==> config.mk <==
export PLATFORM = sky130hd
export DESIGN_NAME = demux1to3_buf
export DESIGN_NICKNAME = d
export VERILOG_FILES = /design/src/rtl/demux1to3_buf.sv
export SDC_FILE = /design/constraint.sdc
export NUM_CORES = 1
export LEC_CHECK = 0
export BUFFER_PORTS_ARGS = -buffer_cell sky130_fd_sc_hd__buf_2
export CAP_MARGIN = 20
export CORE_MARGIN = 3
export CORE_UTILIZATION = 45
export CTS_BUF_LIST = sky130_fd_sc_hd__clkbuf_2 sky130_fd_sc_hd__clkbuf_4 sky130_fd_sc_hd__clkbuf_8
export DETAILED_ROUTE_END_ITERATION = 12
export PLACE_DENSITY = 0.85
export SETUP_SLACK_MARGIN = 0.1
export SYNTH_ARGS = -nofsm -noshare
export SYNTH_HDL_FRONTEND = slang
export SYNTH_SLANG_ARGS = --single-unit
==> constraint.sdc <==
create_clock -name clk -period 3 [get_ports clk]
set_clock_uncertainty 0.1 [all_clocks]
set_input_delay 0.45 -clock clk [delete_from_list [all_inputs] [get_ports clk]]
set_output_delay 0.45 -clock clk [all_outputs]
set_load 0.01 [all_outputs]
==> src/rtl/demux1to3_buf.sv <==
// 1-to-3 valid/ready routing buffer with one output register per port.
// Select 2'b11 consumes the word and increments a saturating drop counter.
module demux1to3_buf #(
  parameter int unsigned WIDTH = 32,
  parameter int unsigned CNT_W = 8
) (
  input  logic             clk,
  input  logic             reset,
  input  logic [WIDTH-1:0] in_data,
  input  logic [1:0]       in_sel,
  input  logic             in_valid,
  output logic             in_ready,
  output logic [WIDTH-1:0] out0_data,
  output logic             out0_valid,
  input  logic             out0_ready,
  output logic [WIDTH-1:0] out1_data,
  output logic             out1_valid,
  input  logic             out1_ready,
  output logic [WIDTH-1:0] out2_data,
  output logic             out2_valid,
  input  logic             out2_ready,
  output logic [CNT_W-1:0] drop_count
);

  typedef enum logic [1:0] {
    SEL_P0   = 2'b00,
    SEL_P1   = 2'b01,
    SEL_P2   = 2'b10,
    SEL_DROP = 2'b11
  } sel_e;

  sel_e             sel;
  logic [2:0]       vld;
  logic [2:0]       rdy;
  logic [2:0]       room;
  logic [2:0]       load;
  logic             accept;
  logic             drop;
  logic [WIDTH-1:0] dat [3];

  assign sel = sel_e'(in_sel);

  // A port has room when empty or draining this cycle, so a full port
  // with a ready consumer still takes one word per cycle.
  always_comb begin
    rdy      = {out2_ready, out1_ready, out0_ready};
    room     = ~vld | rdy;
    in_ready = 1'b0;
    if (!reset) begin
      case (sel)
        SEL_P0:  in_ready = room[0];
        SEL_P1:  in_ready = room[1];
        SEL_P2:  in_ready = room[2];
        default: in_ready = 1'b1;
      endcase
    end
    accept = in_valid & in_ready;
    load   = '0;
    drop   = 1'b0;
    case (sel)
      SEL_P0:  load[0] = accept;
      SEL_P1:  load[1] = accept;
      SEL_P2:  load[2] = accept;
      default: drop    = accept;
    endcase
  end

  always_ff @(posedge clk) begin
    if (reset) begin
      vld        <= '0;
      drop_count <= '0;
      for (int unsigned k = 0; k < 3; k++) begin
        dat[k] <= '0;
      end
    end else begin
      for (int unsigned k = 0; k < 3; k++) begin
        if (load[k]) begin
          dat[k] <= in_data;
          vld[k] <= 1'b1;
        end else if (rdy[k]) begin
          vld[k] <= 1'b0;
        end
      end
      if (drop && (drop_count != '1)) begin
        drop_count <= drop_count + 1'b1;
      end
    end
  end

  assign out0_data  = dat[0];
  assign out1_data  = dat[1];
  assign out2_data  = dat[2];
  assign out0_valid = vld[0];
  assign out1_valid = vld[1];
  assign out2_valid = vld[2];

endmodule

**After elaboration in Yosys (flattened, before gate mapping)**

Memories as Yosys holds them, arrays and structs flattened.
Cells that the tools add are included.
W data, S select, Z words.

- Bits in writable memories: 96
- Memories: 1
- Bits of input ports: 40
- Output and inout port bits: 108
- Register bits: 11

- Reductions and logical operators: 6
- Add/sub/neg operators: 1
- Multiplexer cells: 26
- Equality and inequality tests: 3
- Bitwise gates (word level): 6

Memory list:

| memory | words | bits a word | rd ports | clocked after Yosys merged registers in | wr ports | RTL line | source |
|---|---|---|---|---|---|---|---|
| dat | 3 | 32 | 3 | 0 | 3 | 39 | `logic [WIDTH-1:0] dat [3];` |

Operators with widths:

| kind | count |
|---|---|
| $mux W32 | 3 |
| $mux W1 | 22 |
| $add A8 B1 Y8 const B | 1 |
| $ne A8 B8 Y1 const B | 1 |
| $reduce_bool A2 Y1 | 3 |
| $not A3 Y3 | 1 |
| $or A1 B1 Y1 | 3 |
| $or A3 B3 Y3 | 1 |
| $pmux W1 S3 | 1 |
| $reduce_or A3 Y1 | 1 |
| $eq A2 B1 Y1 const B | 1 |
| $eq A2 B2 Y1 const B | 1 |
| $logic_not A2 Y1 | 1 |
| $and A1 B1 Y1 | 1 |
| $logic_and A1 B1 Y1 | 1 |

**Logic depth before layout (Yosys ltp)**

Gate-level depths: netlist of run 1.

- Depth after elaboration: 10
- Gate-level depth with buffers: 6

**Worst setup path after synthesis of run 1**

OpenSTA, ideal clock, no wires.

- Kind: input port to flip-flop
- Start point: input in_sel[1]
- End point: memory dat[0][0], enable pin
- Path slack: 0.011 ns
- Stages on the path: 2
- Data arrival time: 2.461 ns
- Required time: 2.472 ns
- Cells stage by stage: or3b_2 -> o21bai_1

RTL lines:

| what | RTL line | source |
|---|---|---|
| from (decl) | 10 | `input logic [1:0] in_sel,` |
| to (decl) | 39 |  |

**Final worst setup path of run 1**

- Start point: register vld[1]
- End point: output in_ready

- Cells in the longest elaborated chain, start to end: 4

Ends and longest elaborated chain:

| what | RTL line | source |
|---|---|---|
| from (decl) | 33 | `logic [2:0] vld;` |
| from (signal assigned) | 70 | `vld <= '0;` |
| from (signal, indexed assignment) | 79 | `vld[k] <= 1'b1;` |
| from (signal, indexed assignment) | 81 | `vld[k] <= 1'b0;` |
| $not A3 Y3 | 47 | `room = ~vld \| rdy;` |
| $or A3 B3 Y3 | 47 |  |
| $pmux W1 S3 | 50 | `case (sel)` |
| $mux W1 | 49 | `if (!reset) begin` |
| to (decl) | 12 | `output logic in_ready,` |

No other way between the ends.

==> impl_metrics.ini, run 1 <==
[critical_path]
crit_family = compound AO/OA/AOI/OAI gates
path_buf_inv = 1
worstPathMaxFanout = 3
worstPathCellList = nor2b_1 -> a211o_1 -> a21oi_1 -> buf_2
arrival_ns = 1.48
cp_slowest_cell = a211o_1
crit_path_end_kind = output pin
startpoint_type = flip-flop
slowest_delay_ns = 0.36
cp.required_ns = 2.45
path_class = flip-flop to output pin

[drt]
vias_per_cell = 4.83
ant_nets = 0
wire_per_inst_um = 17.1
remaining_drc_errors = 0
wl_um = 7920
via_count = 2233
drt-pass1-iter-count = 4
drt_iter0_drc = 89

[logic_synthesis]
yosys_warnings = 0
yosysTopAreaCell = edfxtp_1
ys_seq_area_share_pct = 83.3
synth-async-reset-ratio_pct = 0
syn_inst = 200
avgSynthCellArea_um2 = 18.6
ys.flop_type = edfxtp_1
synth_top_area_share_pct = 77.4
synth_area_leaders = edfxtp_1, dfxtp_1, and2_1, xor2_1, nor2_1
syn-num-nets = 241
synthDistinctLibCells = 32
synth_edf_count = 96
synth_area_mm2 = 0.00373
synth-seq-cells = 107

[placed_design]
dpl_cell_area_mm2 = 0.00458
place.gp.congestion = 0.864
port_buffers = 147
hpwl_um = 5660
place_ws_ns = 0.762

[sta]
fin_ws_ns = 0.972
fmax_mhz = 493
drv_slew = 0
tns_ns = 0
period_share_pct = 67.6
period_needed_ns = 2.03
worst_pin_slew_ns = 0.732
slew_headroom_pct = 51.1
setup_viol = 0
grt_setup_unrepaired = no
timing.final.hold_violations = 0

[finish]
multiInputGateArea_um2 = 589
diodes = 0
fillers = 571
regArea_mm2 = 0.00310
drive_gt1_share_pct = 47.8
area_growth_pct = 28.7
final_area_mm2 = 0.00480
num-nets-final = 396

[global_routing]
grt_pass1_wl_um = 12200
gr-max-usage-layer = met2
antenna_found_initial = 0
grt_use_met3_pct = 5.19
overflow = 0
grt.met2_usage_pct = 27.8
met1_usage_pct = 21.0
grt_max_degree = 33
grt_usage_pct = 17.1
grt_pass1_vias = 2234

[clock_tree]
htreeDepth = 3
clock-sinks = 107
path_clk_slew_ns = 0.10
clock_path_buffers = 2
clock-root-buffer = clkbuf_8
post_cts_buffers = 0
cts_buffers = 9
cts_resized = 0
ctsHoldBuffers = 0
cts_tree = built
worstSkewPairLatency_ns = 0.35

[floorplan]
die_w_um = 97.0
fp.dieH_um = 97.0
rows = 32
core-area_mm2 = 0.00789
start_util_pct = 47.2
io_pins = 148
die-area_mm2 = 0.00941

[power_and_ir_drop]
ir_worst_vdd_uv = 276
p_per_area_mw_per_mm2 = 595
p_int_mw = 2.21
seq_power_share_pct = 60.5
p_sw_share_pct = 22.7
p_sw_mw = 0.649
totalPowerFinal_mw = 2.85
power_leakage_nw = 2.15
comb_power_share_pct = 7.8
power.share.clock_pct = 31.7

[worst_hold_path]
hold_path.class = input pin to flip-flop

[status]
status = finished, final reports clean

[run]
drv_cap = 0
-- flip-flops by register name, indices dropped and copies added (netlist names) --
register and count:
drop_count 8, dat 96, vld 3
-- worst paths after layout --
kind / from / to / slack, ns / depth (start not counted)
max: vld[1] / in_ready / 0.97 / 4
max reg2reg: vld[1] / dat[0][33] / 0.98 / 4
min reg2reg: vld[0] / vld[0] / 0.43 / 2
min: in_valid / vld[2] / 0.28 / 3
-- stage by stage --
step	hold slack, ns	util (%)	std cells
floorplan	0.404	-	200
global placement	0.390	58.1	446
detailed placement	0.404	58.1	446
CTS	0.259	60.8	462
global route	0.262	60.8	462
finish	0.282	60.8	462
-- cell usage after synthesis (2+ instances only) --
library cell,n
a21oi_1,4
and2_1,34
and3_1,2
buf_4,2
buf_6,3
dfxtp_1,11
edfxtp_1,96
nand2_1,2
nand2b_1,3
nand3_1,3
nand4_1,2
nor2_1,9
nor2b_1,3
o21ai_0,2
o21bai_1,2
xor2_1,6
-- power by group through the flow --
stage / logic (mW) / registers (mW) / clock network [mW]
after floorplan: 0.0609 / 1.80 / 0
after global placement: 0.222 / 1.76 / 0
after detailed placement: 0.227 / 1.76 / 0
after CTS: 0.227 / 1.73 / 0.929
after global routing: 0.243 / 1.73 / 1.00
final: 0.222 / 1.73 / 0.904
-- cell families (layout without fill, tap and decap cells) --
| kind of cell | count (synthesis) | count (layout) | share of synthesized area (%) |
|---|---|---|---|
| AO/OA/AOI/OAI | 14 | 14 | 2.89 |
| XOR/XNOR | 6 | 6 | 1.41 |
| adder cells (fa/ha/maj) | 1 | 1 | 0.336 |
| buffers and inverters | 7 | 167 | 1.51 |
| flip-flops | 107 | 107 | 83.3 |
| multiplexers | 2 | 2 | 0.571 |
| AND/OR/NAND/NOR | 63 | 63 | 10.0 |
-- cell usage in the layout (no fill, tap or decap), types with 4 or more instances in the layout --
master,n
buf_2,147
clkbuf_8,9
a21oi_1,4
and2_1,34
edfxtp_1,96
dfxtp_1,11
nor2_1,9
xor2_1,6
-- layout make-up --
type / count / share of cell area [%]
clock buffer: 10 / 2.74
clock inverter: 6 / 1.72
inverter: 1 / 0.0783
multi-input combinational: 86 / 12.3
sequential: 107 / 64.7
tap: 102 / 2.66
timing repair buffer: 150 / 15.8
-- worst reg2reg max path: stages (launching register included) --
cell and delay, ns:
dfxtp_1 0.32, nor2b_1 0.17, a211o_1 0.36, a21oi_4 0.61, and2_1 0.30
-- layer usage --
metal  wire, um  vias to the layer above
met4        195                        0
met5          0                        -
met2       3820                      116
li1           -                     1049
met1       3290                     1053
met3        611                       15
(Power assumes the default switching activity.)
==> run 2: changes to the inputs <==
--- a/config.mk
+++ b/config.mk
@@ -8,10 +8,10 @@
 export BUFFER_PORTS_ARGS = -buffer_cell sky130_fd_sc_hd__buf_2
 export CAP_MARGIN = 20
 export CORE_MARGIN = 3
-export CORE_UTILIZATION = 45
+export CORE_UTILIZATION = 50
 export CTS_BUF_LIST = sky130_fd_sc_hd__clkbuf_2 sky130_fd_sc_hd__clkbuf_4 sky130_fd_sc_hd__clkbuf_8
 export DETAILED_ROUTE_END_ITERATION = 12
-export PLACE_DENSITY = 0.85
+export PLACE_DENSITY = 0.89
 export SETUP_SLACK_MARGIN = 0.1
 export SYNTH_ARGS = -nofsm -noshare
 export SYNTH_HDL_FRONTEND = slang
==> constraint.sdc (replaced) <==
create_clock -name clk -period 2.01 [get_ports clk]
set_clock_uncertainty 0.1 [all_clocks]
set_input_delay 0.3015 -clock clk [delete_from_list [all_inputs] [get_ports clk]]
set_output_delay 0.3015 -clock clk [all_outputs]
set_load 0.01 [all_outputs]
==> run 2 against run 1 <==
  * Via count grew 2.8%
  * Clock power grew 36%
  * Cell count rose by 0.87%
  * Final area rose by 2.0%
  * Sequential power rose by 49%
  * Flip-flop and latch count unchanged
==> impl_metrics.ini, run 2 (same netlist as run 1, synthesis figures left out) <==
[floorplan]
start_util_pct = 53.1
die_w_um = 92.3
fp.dieH_um = 92.3
rows = 30
die-area_mm2 = 0.00852
core-area_mm2 = 0.00702
io_pins = 148

[sta]
grt_setup_unrepaired = yes
timing.final.hold_violations = 0
setup_viol = 0
period_needed_ns = 1.89
tns_ns = 0
period_share_pct = 93.9
slew_headroom_pct = 70.1
worst_pin_slew_ns = 0.448
fin_ws_ns = 0.122
drv_slew = 0
fmax_mhz = 530

[drt]
remaining_drc_errors = 0
drt-pass1-iter-count = 4
wire_per_inst_um = 16.9
wl_um = 7890
vias_per_cell = 4.92
ant_nets = 0
via_count = 2295
drt_iter0_drc = 109

[power_and_ir_drop]
power_leakage_nw = 2.20
totalPowerFinal_mw = 4.17
p_per_area_mw_per_mm2 = 852
ir_worst_vdd_uv = 491

[finish]
drive_gt1_share_pct = 49.7
final_cell_mix = buf_2, edfxtp_1, and2_1
diodes = 0
fin_util_pct = 69.7
area_growth_pct = 31.3
layoutNonFillerInstCount = 466
final_common_cell = buf_2
num-nets-final = 406
reg.largest.list = dat (96), drop_count (8), vld (3)
largest-register = dat
largest_register_ffs = 96

[clock_tree]
clock-sinks = 107
clock_path_buffers = 2
path_clk_slew_ns = 0.11
htreeDepth = 3
clock-root-buffer = clkbuf_8
worstSkewPairLatency_ns = 0.36
cts_buffers = 9
cts_tree = built

[critical_path]
worstPathCellList = nor3b_1 -> a211o_2 -> a21oi_2 -> buf_2
startpoint_type = flip-flop
rr_worst_depth = 4
cp.required_ns = 1.61
worstPathMaxFanout = 4
arrival_ns = 1.49
path_class = flip-flop to output pin
crit_path_end_kind = output pin
slowest_delay_ns = 0.37
cp_slowest_cell = a211o_2

[global_routing]
grt_pass1_wl_um = 11700
overflow = 0
grt_usage_pct = 18.5
grt_max_degree = 21
grt_pass1_vias = 2203
antenna_found_initial = 1

[placed_design]
place_ws_ns = 0.00124
hpwl_um = 5450
dp.cells = 445
port_buffers = 147
place.gp.congestion = 0.751

[status]
status = finished, final reports clean

[worst_hold_path]
min_path_cells = 2
hold_path.class = input pin to flip-flop

[run]
drv_cap = 0
==> run 2: repair_timing <==
action / CTS / global route
pin swaps: 0 / 2
hold buffers: 0 / 0
resized for setup: 1 / 2
endpoints found under the setup margin: 96 / 1
endpoints found under the hold margin: 0 / 0
gates cloned: 1 / 0
setup buffers: 0 / 4
==> run 2: per-stage QoR <==
step	hold slack [ns]	cell area [um2]
2_1_floorplan	0.340	3740
3_3_place_gp	0.383	4640
3_5_place_dp	0.388	4640
4_1_cts	0.0547	4850
5_1_grt	0.0719	4890
6_report	0.0727	4890
==> run 2: final cells by class <==
| class | count | area (um2) |
|---|---|---|
| timing repair buffer | 159 | 863 |
| fill | 473 | 2130 |
| tap | 96 | 120 |
| sequential | 107 | 3100 |
| clock inverter | 7 | 68.8 |
| clock buffer | 9 | 124 |
| multi-input combinational | 87 | 611 |
| inverter | 1 | 3.75 |
==> run 2: power breakdown <==
group	internal (mW)	switching, mW	total, mW	leakage [nW]
combinational	0.152	0.216	0.368	0.992
clock	0.480	0.745	1.23	0.0911
sequential	2.54	0.0319	2.58	1.12
==> run 2: routing by layer <==
metal  GRT usage [%]  share of wire (%)  vias up
met5               0               0.16        -
met4            4.46               0.94        2
met3            5.20                7.8       10
met2            31.1                 51      119
met1            23.9                 40     1096
li1                -                  -     1068
==> run 2: path summary, 6_finish.rpt <==
| kind | from | endpoint | slack [ns] |
|---|---|---|---|
| hold reg to reg | vld[0] | vld[0] | 0.43 |
| setup reg to reg | vld[0] | dat[0][46] | 0.23 |
| hold / removal | reset | vld[2] | 0.07 |
| setup / recovery | vld[0] | in_ready | 0.12 |
==> run 2: worst max-delay path: cells and delay by family, from the launching register on <==
family	cells	cell delay, ns
compound gates	2	0.50
buf+inv	1	0.14
flops	1	0.35
simple gates	1	0.14
